### src/rtl/btc_cc_decode_pkg.sv
`default_nettype none
// +------------------------------------------------------------------+
// | btc_cc_decode_pkg : shared field offsets, palette codes, states   |
// | Rev 1.0 - initial release                                         |
// +------------------------------------------------------------------+
package btc_cc_decode_pkg;

  localparam int MIN_HI = 63;
  localparam int MAX_HI = 47;
  localparam int IDX_HI = 31;

  localparam logic [1:0] PAL_MIN  = 2'b00;
  localparam logic [1:0] PAL_MIX1 = 2'b01;
  localparam logic [1:0] PAL_MIX2 = 2'b10;
  localparam logic [1:0] PAL_MAX  = 2'b11;

  localparam int CH_W = 5;
  localparam int R_HI = 14, R_LO = 10;
  localparam int G_HI = 9,  G_LO = 5;
  localparam int B_HI = 4,  B_LO = 0;

  typedef enum logic [0:0] {
    ST_IDLE = 1'b0,
    ST_EMIT = 1'b1
  } state_t;

  // Row 0 lives in the top byte of the index word; pixel k in bits [2k+1:2k].
  function automatic logic [1:0] idx_code(input logic [IDX_HI:0] idx,
                                          input logic [1:0] row,
                                          input int k);
    logic [7:0] row_byte;
    row_byte = 8'(idx >> (8 * (3 - int'(row))));
    return 2'(row_byte >> (2 * k));
  endfunction

endpackage
`default_nettype wire

### src/rtl/btc_cc_lerp.sv
`default_nettype none
// +------------------------------------------------------------------+
// | btc_cc_lerp : combinational 5/8 a + 3/8 b mixer on RGB555        |
// | Rev 1.0 - initial release                                         |
// +------------------------------------------------------------------+
module btc_cc_lerp
  import btc_cc_decode_pkg::*;
(
  input  logic [14:0] a,
  input  logic [14:0] b,
  output logic [14:0] y
);

  // 5*31 + 3*31 = 248 fits in 8 bits; the >>3 truncates without rounding.
  for (genvar c = 0; c < 3; c++) begin : g_ch
    logic [7:0] sum;
    assign sum = 8'd5 * {3'b000, a[c*CH_W +: CH_W]}
               + 8'd3 * {3'b000, b[c*CH_W +: CH_W]};
    assign y[c*CH_W +: CH_W] = sum[7:3];
  end

endmodule
`default_nettype wire

### src/rtl/btc_cc_decode.sv
`default_nettype none
// +------------------------------------------------------------------+
// | btc_cc_decode : 4x4 color-cell block to row-per-cycle RGB555      |
// | Optional macro JX2_BTCDEC_ALPHA_EN enables punch-through alpha.   |
// | Rev 1.0 - initial release                                         |
// +------------------------------------------------------------------+
module btc_cc_decode
  import btc_cc_decode_pkg::*;
(
  input  logic        clock,
  input  logic        reset,
  input  logic        inValid,
  output logic        inReady,
  input  logic [63:0] inBlock,
  output logic        outValid,
  input  logic        outReady,
  output logic [63:0] outPix,
  output logic [1:0]  outRow,
  output logic        outLast,
  output logic        busy
);

  state_t      state;
  logic [1:0]  row;
  logic [14:0] pal [4];
  logic [31:0] idx_r;
  logic        punch;

  logic [14:0] blk_min, blk_max, mix1, mix2;
  logic        accept;
  logic        unused_bits;

  assign blk_min = inBlock[MIN_HI-1 -: 15];
  assign blk_max = inBlock[MAX_HI-1 -: 15];
  assign unused_bits = ^{inBlock[MIN_HI], inBlock[MAX_HI]};

  btc_cc_lerp u_mix1 (.a(blk_min), .b(blk_max), .y(mix1));
  btc_cc_lerp u_mix2 (.a(blk_max), .b(blk_min), .y(mix2));

  // Accepting during the final handshaked row keeps back-to-back blocks bubble-free.
  assign inReady = (state == ST_IDLE) || (state == ST_EMIT && row == 2'd3 && outReady);
  assign accept  = inValid && inReady;

  always_ff @(posedge clock) begin
    if (reset) begin
      state <= ST_IDLE;
      row   <= 2'd0;
      idx_r <= '0;
      punch <= 1'b0;
      for (int i = 0; i < 4; i++) pal[i] <= '0;
    end else begin
      if (accept) begin
        state  <= ST_EMIT;
        row    <= 2'd0;
        idx_r  <= inBlock[IDX_HI:0];
        pal[0] <= blk_min;
        pal[1] <= mix1;
        pal[2] <= mix2;
        pal[3] <= blk_max;
`ifdef JX2_BTCDEC_ALPHA_EN
        punch  <= inBlock[MIN_HI];
`else
        punch  <= 1'b0;
`endif
      end else if (state == ST_EMIT && outReady) begin
        if (row != 2'd3) begin
          row <= row + 2'd1;
        end else begin
          state <= ST_IDLE;
          row   <= 2'd0;
        end
      end
    end
  end

  assign busy     = (state == ST_EMIT);
  assign outValid = busy;
  assign outRow   = row;
  assign outLast  = busy && (row == 2'd3);

  for (genvar k = 0; k < 4; k++) begin : g_pix
    logic [1:0]  code;
    logic [15:0] pix;
    always_comb begin
      code = idx_code(idx_r, row, k);
      pix  = {1'b0, pal[code]};
      if (punch && code == PAL_MIN) pix = 16'h8000;
    end
    assign outPix[16*k +: 16] = busy ? pix : 16'h0000;
  end

endmodule
`default_nettype wire

### config.mk
export PLATFORM = sky130hd
export DESIGN_NAME = btc_cc_decode
export DESIGN_NICKNAME = d
export VERILOG_FILES = /design/src/rtl/btc_cc_decode_pkg.sv /design/src/rtl/btc_cc_lerp.sv /design/src/rtl/btc_cc_decode.sv
export SDC_FILE = /design/constraint.sdc
export NUM_CORES = 1
export LEC_CHECK = 0
export CAP_MARGIN = 10
export CORE_AREA = 2 2 157 159
export CTS_CLUSTER_DIAMETER = 50
export DETAILED_ROUTE_END_ITERATION = 12
export DIE_AREA = 0 0 159 161
export GPL_TIMING_DRIVEN = 0
export HOLD_SLACK_MARGIN = 0.12
export PLACE_DENSITY = 0.64
export SLEW_MARGIN = 20
export SYNTH_ARGS = -nofsm -noshare
export SYNTH_HDL_FRONTEND = slang
export SYNTH_SLANG_ARGS = --single-unit
### constraint.sdc
create_clock -name clock -period 3.76 [get_ports clock]
set_clock_uncertainty 0.05 [all_clocks]
set_input_delay 0.376 -clock clock [delete_from_list [all_inputs] [get_ports clock]]
set_output_delay 0.376 -clock clock [all_outputs]
set_load 0.01 [all_outputs]
======== Word-level counts from Yosys, hierarchy flattened ========
Memory sizes are Yosys's and may differ from the RTL's.
Index checks and enable logic that the tools add are counted.
operators by class
  $add $sub $neg .......................... 8
  $mul .................................... 12
  equality and inequality tests ........... 3
  shifts and indexed selects .............. 1
  mux-type cells .......................... 17
  bitwise operators ....................... 5
  reductions and logical operators ........ 8
operator list
  kind                                             number
  2-to-1 mux 15 bit                                8
  adder 8 x 7 -> 8 bit                             6
  multiplier 3 x 5 -> 8 bit, first input constant  6
  multiplier 2 x 5 -> 7 bit, first input constant  6
  >> shifter 32 x 32 -> 8 bit                      1
  2-to-1 mux 1 bit                                 8
  logical AND 1 bit                                4
  inequality test 2 bit, second input constant     2
  bitwise OR 1 bit                                 4
  subtractor 2 x 2 -> 3 bit, first input constant  1
  adder 2 x 1 -> 2 bit, second input constant      1
  == test 2 bit, second input constant             1
  2-to-1 mux 2 bit                                 1
  AND reduction 2 bit                              1
  nonzero test 2 bit                               1
  OR reduction 2 bit                               1
  logical OR 1 bit                                 1
  NOT 1 bit                                        1
storage, ports and cells
  flip-flop bits (word level) ............. 35
  memory bits (writable) .................. 60
  output and inout bits ................... 70
  memories ................................ 1
memory list
  memory  depth  bits a word  read ports  clocked after Yosys merged registers in  wr ports  RTL line             RTL
  pal     4      15           4           0                                        4         btc_cc_decode.sv:25  logic [14:0] pal [4];

======== Logic depth before layout (Yosys ltp) ========
Gate-level depths: netlist of run 1.
  depth after elaboration ................. 9
  depth in mapped cells ................... 12
  mapped depth without buffers ............ 12

======== By module ========
A second synthesis of run 1 with hierarchy kept.
second synthesis, totals
  cell total of the unflattened synthesis .. 846
  area, all modules ....................... 8597.0 µm²
by module, submodules not included
  module                instances  cells each  area an instance (µm²)
  btc_cc_decode         1          515         5611.6
  btc_cc_lerp (u_mix1)  1          165         1492.7
  btc_cc_lerp (u_mix2)  1          166         1492.7

======== Worst setup path before layout of run 1 ========
OpenSTA, ideal clock, no wires.
  path type ............................... in2reg
  from .................................... in inBlock[34]
  to ...................................... mem pal[2][3], data pin
  data arrival time ....................... 2.843 ns
  setup slack ............................. 0.608 ns
  cell stages on the path ................. 12
  path through ............................ inv_1 fa_1 inv_1 ha_1 inv_1 fa_1 inv_1 ha_1 nor2_1 a2111oi_1 o21a_1 nor3_1
RTL lines
  item                RTL line             RTL
  start: declaration  btc_cc_decode.sv:14  input logic [63:0] inBlock,
  end: declaration    btc_cc_decode.sv:25

==> impl_metrics.tcl, run 1 <==
set metrics [dict create \
    cts_tree "built" \
    cts.reportedPaths.clkPinSlew_ns 0.08 \
    synthCells 828 \
    combPwrFrac_pct 40.9 \
    hold_violations 0 \
    synth_edf_count 60 \
    power.density_mw_per_mm2 368 \
    nFillCells 2393 \
    drv_cap 0 \
    cts-root-buf "clkbuf_16" \
    rsz0062_at_grt "false" \
    drt_iter0_markers 532 \
    netlist_area_mm2 0.00825 \
    syn_area_per_cell_um2 9.96 \
    drt-pass1-iter-count 5 \
    viasPerCell 5.20 \
    slew_violations 0 \
    die_h_um 161 \
    synthArstFlopShare_pct 0 \
    switching_share_pct 36.8 \
    synth-seq-area-share_pct 30.3 \
    regArea_mm2 0.00250 \
    synthDistinctLibCells 34 \
    cts_num_sinks 95 \
    grt_pass1_wl_mm 38.0 \
    power_frac_clock_pct 24.7 \
    power_frac_seq_pct 34.4 \
    drcViolationCount 0 \
    p_leak_nw 4.13 \
    postLayoutCoreUtil_pct 43.1 \
    end_kind "register" \
    crit_path_max_fanout 4 \
    htreeDepth 3 \
    rrSetupSlack_ns 1.16 \
    p_int_w 0.00240 \
    synthToLayoutAreaGrowth_pct 25.3 \
    dieArea_mm2 0.0256 \
    initial_core_util_pct 34.4 \
    max_freq_ghz 0.284 \
    whs_ns 0.390 \
    globalRoute.totalOverflow 0 \
    vias 6776 \
    track_usage_pct 19.3 \
    yosys_warnings 0 \
    grt_max_degree 37 \
    required_ns 3.86 \
    cp.arrival_ns 3.62 \
    synth_top_area_share_pct 21.8 \
    nNetsFinal 1162 \
    gp_congestion 0.808 \
    ctsHoldBuffers 0 \
    ant_nets 0 \
    finalPower_w 0.00380 \
    die_width_um 159 \
    final_cell_mix "130 x clkdlybuf4s50_1, 126 x mux2i_1, 90 x inv_1" \
    grt_pass1_vias 6734 \
    p_sw_w 0.00140 \
    core_region_area_mm2 0.0240 \
    ys_ff_latch 95 \
    yosys.area.top_type "edfxtp_1" \
    io_pins 138 \
    relSlewSlack_pct 35.5 \
    crit_type "primary input to register" \
    diodes 0 \
    routed_wl_mm 24.5 \
    clock_latency_ns 0.36 \
    yosys-top-cells-area "edfxtp_1 22%, mux2i_1 15%, ha_1 13%" \
    cts.path.max_buffers 2 \
    cts_made_buffers 9 \
    cp-start-kind "primary input" \
    hold_class "primary input to register" \
    status "finished, final reports clean" \
    synth_flop_cell "edfxtp_1" \
    hpwl_mm 18.9 \
    portBuffers 130 \
    min_period_over_period_pct 93.8 \
    setup_viol 0 \
    finalCriticalPeriod_ns 3.53 \
    wl_per_cell_um 18.8 \
    antenna_found_initial 0 \
    rows 57 \
    layout-drive-gt1-share_pct 7.67 \
    worst_pin_slew_ns 0.963 \
    vdd_drop_max_mv 0.203 \
    mostFrequentLayoutCell "clkdlybuf4s50_1" \
    postCtsSetupRepairBufs 0 \
    multi_input_area_mm2 0.00512 \
]
[state kept, by name (all words and copies together) (netlist names)]
name / flops
pal: 60
outRow: 2
idx_r: 32
busy: 1
[per-stage QoR]
step           TNS, ns  worst slack [ns]  area [um^2]  instances
2_1_floorplan        0             0.608         8260        831
3_3_place_gp     -3.38            -0.292         9970       1285
3_5_place_dp     -2.93            -0.302         9990       1286
4_1_cts              0            0.0518        10300       1302
5_1_grt              0            0.0148        10300       1302
6_report             0             0.233        10300       1302
[power groups by stage]
stage	Sequential [W]	Clock [W]	Combinational, W
after CTS	0.00130	0.000939	0.00152
final	0.00131	0.000939	0.00156
after detailed placement	0.00133	0	0.00151
after global placement	0.00133	0	0.00148
after global routing	0.00132	0.000986	0.00175
after floorplan	0.00130	0	0.00105
[path summary, 6_finish.rpt]
| check | from | end | cells after the start |
|---|---|---|---|
| max reg2reg | outRow[0] | pal[1][4] | 6 |
| min | reset | idx_r[10] | 2 |
| min reg2reg | idx_r[24] | idx_r[24] | 2 |
| max | inBlock[56] | pal[2][8] | 11 |
[cells in the mapped netlist (7+ instances only)]
cell      count
mux4_2        8
dfxtp_1      35
inv_1        90
ha_1         85
fa_1         36
a21oi_1      42
clkbuf_1     10
mux2i_1     126
nor3_1       31
buf_6        18
and2_1        7
o22ai_1      60
buf_2        10
edfxtp_1     60
nor2_1       50
nand2_1      83
nand2b_1      7
[layer usage]
metal	global-route usage (%)	routed length, um	vias up
met4	6.40	621	0
met5	0	0	-
met1	25.6	10700	3258
met2	31.6	11400	237
met3	4.06	1790	28
li1	-	-	3253
[kinds of logic (layout without fill, tap and decap cells)]
| logic type | Yosys count | in the layout | share of synthesized area [%] |
|---|---|---|---|
| compound gates | 138 | 138 | 10.7 |
| mux | 134 | 134 | 17.5 |
| fa+ha+maj | 121 | 121 | 21.6 |
| flops | 95 | 95 | 30.3 |
| xor+xnor | 6 | 6 | 0.637 |
| simple gates | 197 | 197 | 10.9 |
| other cells | 1 | 4 | 0.0455 |
| buf+inv | 136 | 283 | 8.25 |
[area by class of cell]
class | instances | share of cell area, %
tap | 324 | 3.92
clock inverter | 7 | 0.811
buffer | 44 | 3.24
inverter | 92 | 3.34
sequential | 95 | 24.2
multi-input combinational | 600 | 49.5
clock buffer | 9 | 2.18
timing repair buffer | 131 | 12.8
[what timing repair did]
item / 4_1_cts / 5_1_grt
resized for setup: 0 / 7
endpoints found under the setup margin: 0 / 9
hold endpoints to repair: 0 / 0
[worst max-delay path: stages]
cell and delay, ns:
clkdlybuf4s50_1 0.58, inv_1 0.17, fa_1 0.50, inv_1 0.05
ha_1 0.28, fa_1 0.43, ha_1 0.35, nor3_1 0.08
a2111oi_2 0.44, nor3_1 0.09, nor3_1 0.27
No activity file was read; power rests on OpenSTA's default activity.
==> inputs of run 2 (changes only) <==
--- a/config.mk
+++ b/config.mk
@@ -6,10 +6,10 @@
 export NUM_CORES = 1
 export LEC_CHECK = 0
 export CAP_MARGIN = 10
-export CORE_AREA = 2 2 157 159
+export CORE_AREA = 2 2 141 177
 export CTS_CLUSTER_DIAMETER = 50
 export DETAILED_ROUTE_END_ITERATION = 12
-export DIE_AREA = 0 0 159 161
+export DIE_AREA = 0 0 143 179
 export GPL_TIMING_DRIVEN = 0
 export HOLD_SLACK_MARGIN = 0.12
 export PLACE_DENSITY = 0.64
==> impl_metrics.tcl, run 2 (same netlist as run 1, synthesis figures left out) <==
set metrics [dict create \
    rsz0062_at_grt "true" \
    cts-root-buf "clkbuf_16" \
    cp_cell_sequence "clkdlybuf4s50_1, inv_1, fa_1, inv_1, ha_1, fa_1, ha_1, nor3_1, a2111oi_4, o21a_1, nor3_1" \
    routed_wl_mm 23.9 \
    nNetsFinal 1162 \
    core_region_area_mm2 0.0241 \
    rows 64 \
    worstSetupPathDepth 11 \
    drt_iter0_markers 338 \
    gp_congestion 0.867 \
    portBuffers 130 \
    cp_slowest_cell "clkdlybuf4s50_1" \
    drt-pass1-iter-count 5 \
    whs_path_depth 2 \
    largest_register_ffs 60 \
    htreeDepth 3 \
    final_cell_mix "130 x clkdlybuf4s50_1, 126 x mux2i_1, 90 x inv_1" \
    setup_viol 0 \
    cts_made_buffers 9 \
    crit_path_max_fanout 4 \
    nFillCells 2299 \
    max_freq_ghz 0.277 \
    hold_class "register to register" \
    dieArea_mm2 0.0256 \
    initial_core_util_pct 34.2 \
    diodes 0 \
    die_width_um 143 \
    p_leak_nw 4.12 \
    grt_max_degree 45 \
    min_period_over_period_pct 96.2 \
    regArea_mm2 0.00250 \
    cts.path.max_buffers 2 \
    ctsHoldBuffers 0 \
    grt_pass1_vias 6817 \
    layout-drive-gt1-share_pct 7.77 \
    drv_cap 0 \
    hpwl_mm 19.1 \
    end_kind "register" \
    cp_num_buf_inv 3 \
    vdd_drop_max_mv 0.244 \
    synthToLayoutAreaGrowth_pct 25.3 \
    critPathTopFamily "adder cells" \
    max_flop_register "pal" \
    power.density_mw_per_mm2 359 \
    cp.arrival_ns 3.71 \
    viasPerCell 5.07 \
    final_area_mm2 0.0103 \
    drcViolationCount 0 \
    antenna_found_initial 0 \
    slew_violations 0 \
    required_ns 3.86 \
    track_usage_pct 18.8 \
    cts_num_sinks 95 \
    critPathMaxStageDelay_ns 0.56 \
    clock_latency_ns 0.34 \
    cts.reportedPaths.clkPinSlew_ns 0.07 \
    wl_per_cell_um 18.3 \
    mostFrequentLayoutCell "clkdlybuf4s50_1" \
    placed_cell_area_mm2 0.0100 \
    ant_nets 0 \
    cts_tree "built" \
    finalCriticalPeriod_ns 3.62 \
    vias 6638 \
    crit_type "primary input to register" \
    worst_pin_slew_ns 0.813 \
    grt_pass1_wl_mm 36.6 \
    whs_ns 0.404 \
    hold_violations 0 \
    io_pins 138 \
    rr_worst_depth 6 \
    relSlewSlack_pct 45.8 \
    die_h_um 179 \
    globalRoute.totalOverflow 0 \
    multi_input_area_mm2 0.00515 \
    status "finished, final reports clean" \
    cp-start-kind "primary input" \
]
run 2: changes by cell type in the layout (fill, tap and decap cells not counted), sizes merged:
| cell | change |
|---|---|
| inv | -4 |
| clkbuf | +2 |
| clkinv | +2 |
run 2: metrics by stage:
stage	cells	worst slack (ns)	utilization, %	TNS (ns)	total power, W
finish	1308	0.144	42.9	0	0.00372
floorplan	831	0.608	-	0	0.00235
CTS	1308	0.00594	42.6	0	0.00368
global placement	1291	-0.415	41.4	-7.06	0.00280
global route	1308	-0.0170	42.9	-0.0369	0.00398
detailed placement	1292	-0.469	41.5	-3.57	0.00283
run 2: worst paths after layout:
| kind | slack [ns] | to | start |
|---|---|---|---|
| setup reg to reg | 1.48 | pal[1][4] | outRow[1] |
| setup / recovery | 0.14 | pal[1][3] | inBlock[34] |
| hold reg to reg | 0.40 | idx_r[11] | idx_r[11] |
| hold / removal | 0.40 | idx_r[11] | idx_r[11] |
run 2: final cells by class:
| cell class | count | share of cell area, % |
|---|---|---|
| plain buffers | 44 | 3.24 |
| clock buffers | 11 | 2.25 |
| clock inverters | 5 | 0.339 |
| inverters | 92 | 3.34 |
| multi-input cells | 600 | 49.8 |
| flip-flops and latches | 95 | 24.2 |
| well taps | 330 | 3.99 |
| repair buffers | 131 | 12.8 |
run 2: layer usage:
metal	part of all wire (%)	track usage, %	wire [um]
met4	4.0	8.09	953
met2	49	33.2	11800
met5	0	0	0
met3	4.0	2.38	967
met1	43	22.9	10200
run 2: power by group:
| group | switching, W | leakage [nW] | internal [W] |
|---|---|---|---|
| logic | 0.000862 | 3.05 | 0.000712 |
| registers | 0.0000836 | 0.934 | 0.00122 |
| clock network | 0.000391 | 0.131 | 0.000449 |
run 2: what timing repair did:
action                                  4_1_cts  5_1_grt
endpoints found under the setup margin        2        8
pin swaps                                     0        1
resized for setup                             2       10
buffers inserted                              0        0
gates cloned                                  0        0
run 2: worst register-to-register path, cell delays in order (launching register included):
cell and delay (ns):
dfxtp_1 0.37, ha_1 0.23, a21boi_2 0.11, nor3_2 0.61
clkbuf_1 0.49, nand2_1 0.11, mux2i_1 0.16
==> inputs of run 3 (changes only) <==
--- a/config.mk
+++ b/config.mk
@@ -11,7 +11,6 @@
 export DETAILED_ROUTE_END_ITERATION = 12
 export DIE_AREA = 0 0 143 179
 export GPL_TIMING_DRIVEN = 0
-export HOLD_SLACK_MARGIN = 0.12
 export PLACE_DENSITY = 0.64
 export SLEW_MARGIN = 20
 export SYNTH_ARGS = -nofsm -noshare
==> results of run 3 <==
No change in the layout: final DEF, timing and power equal those of run 2.
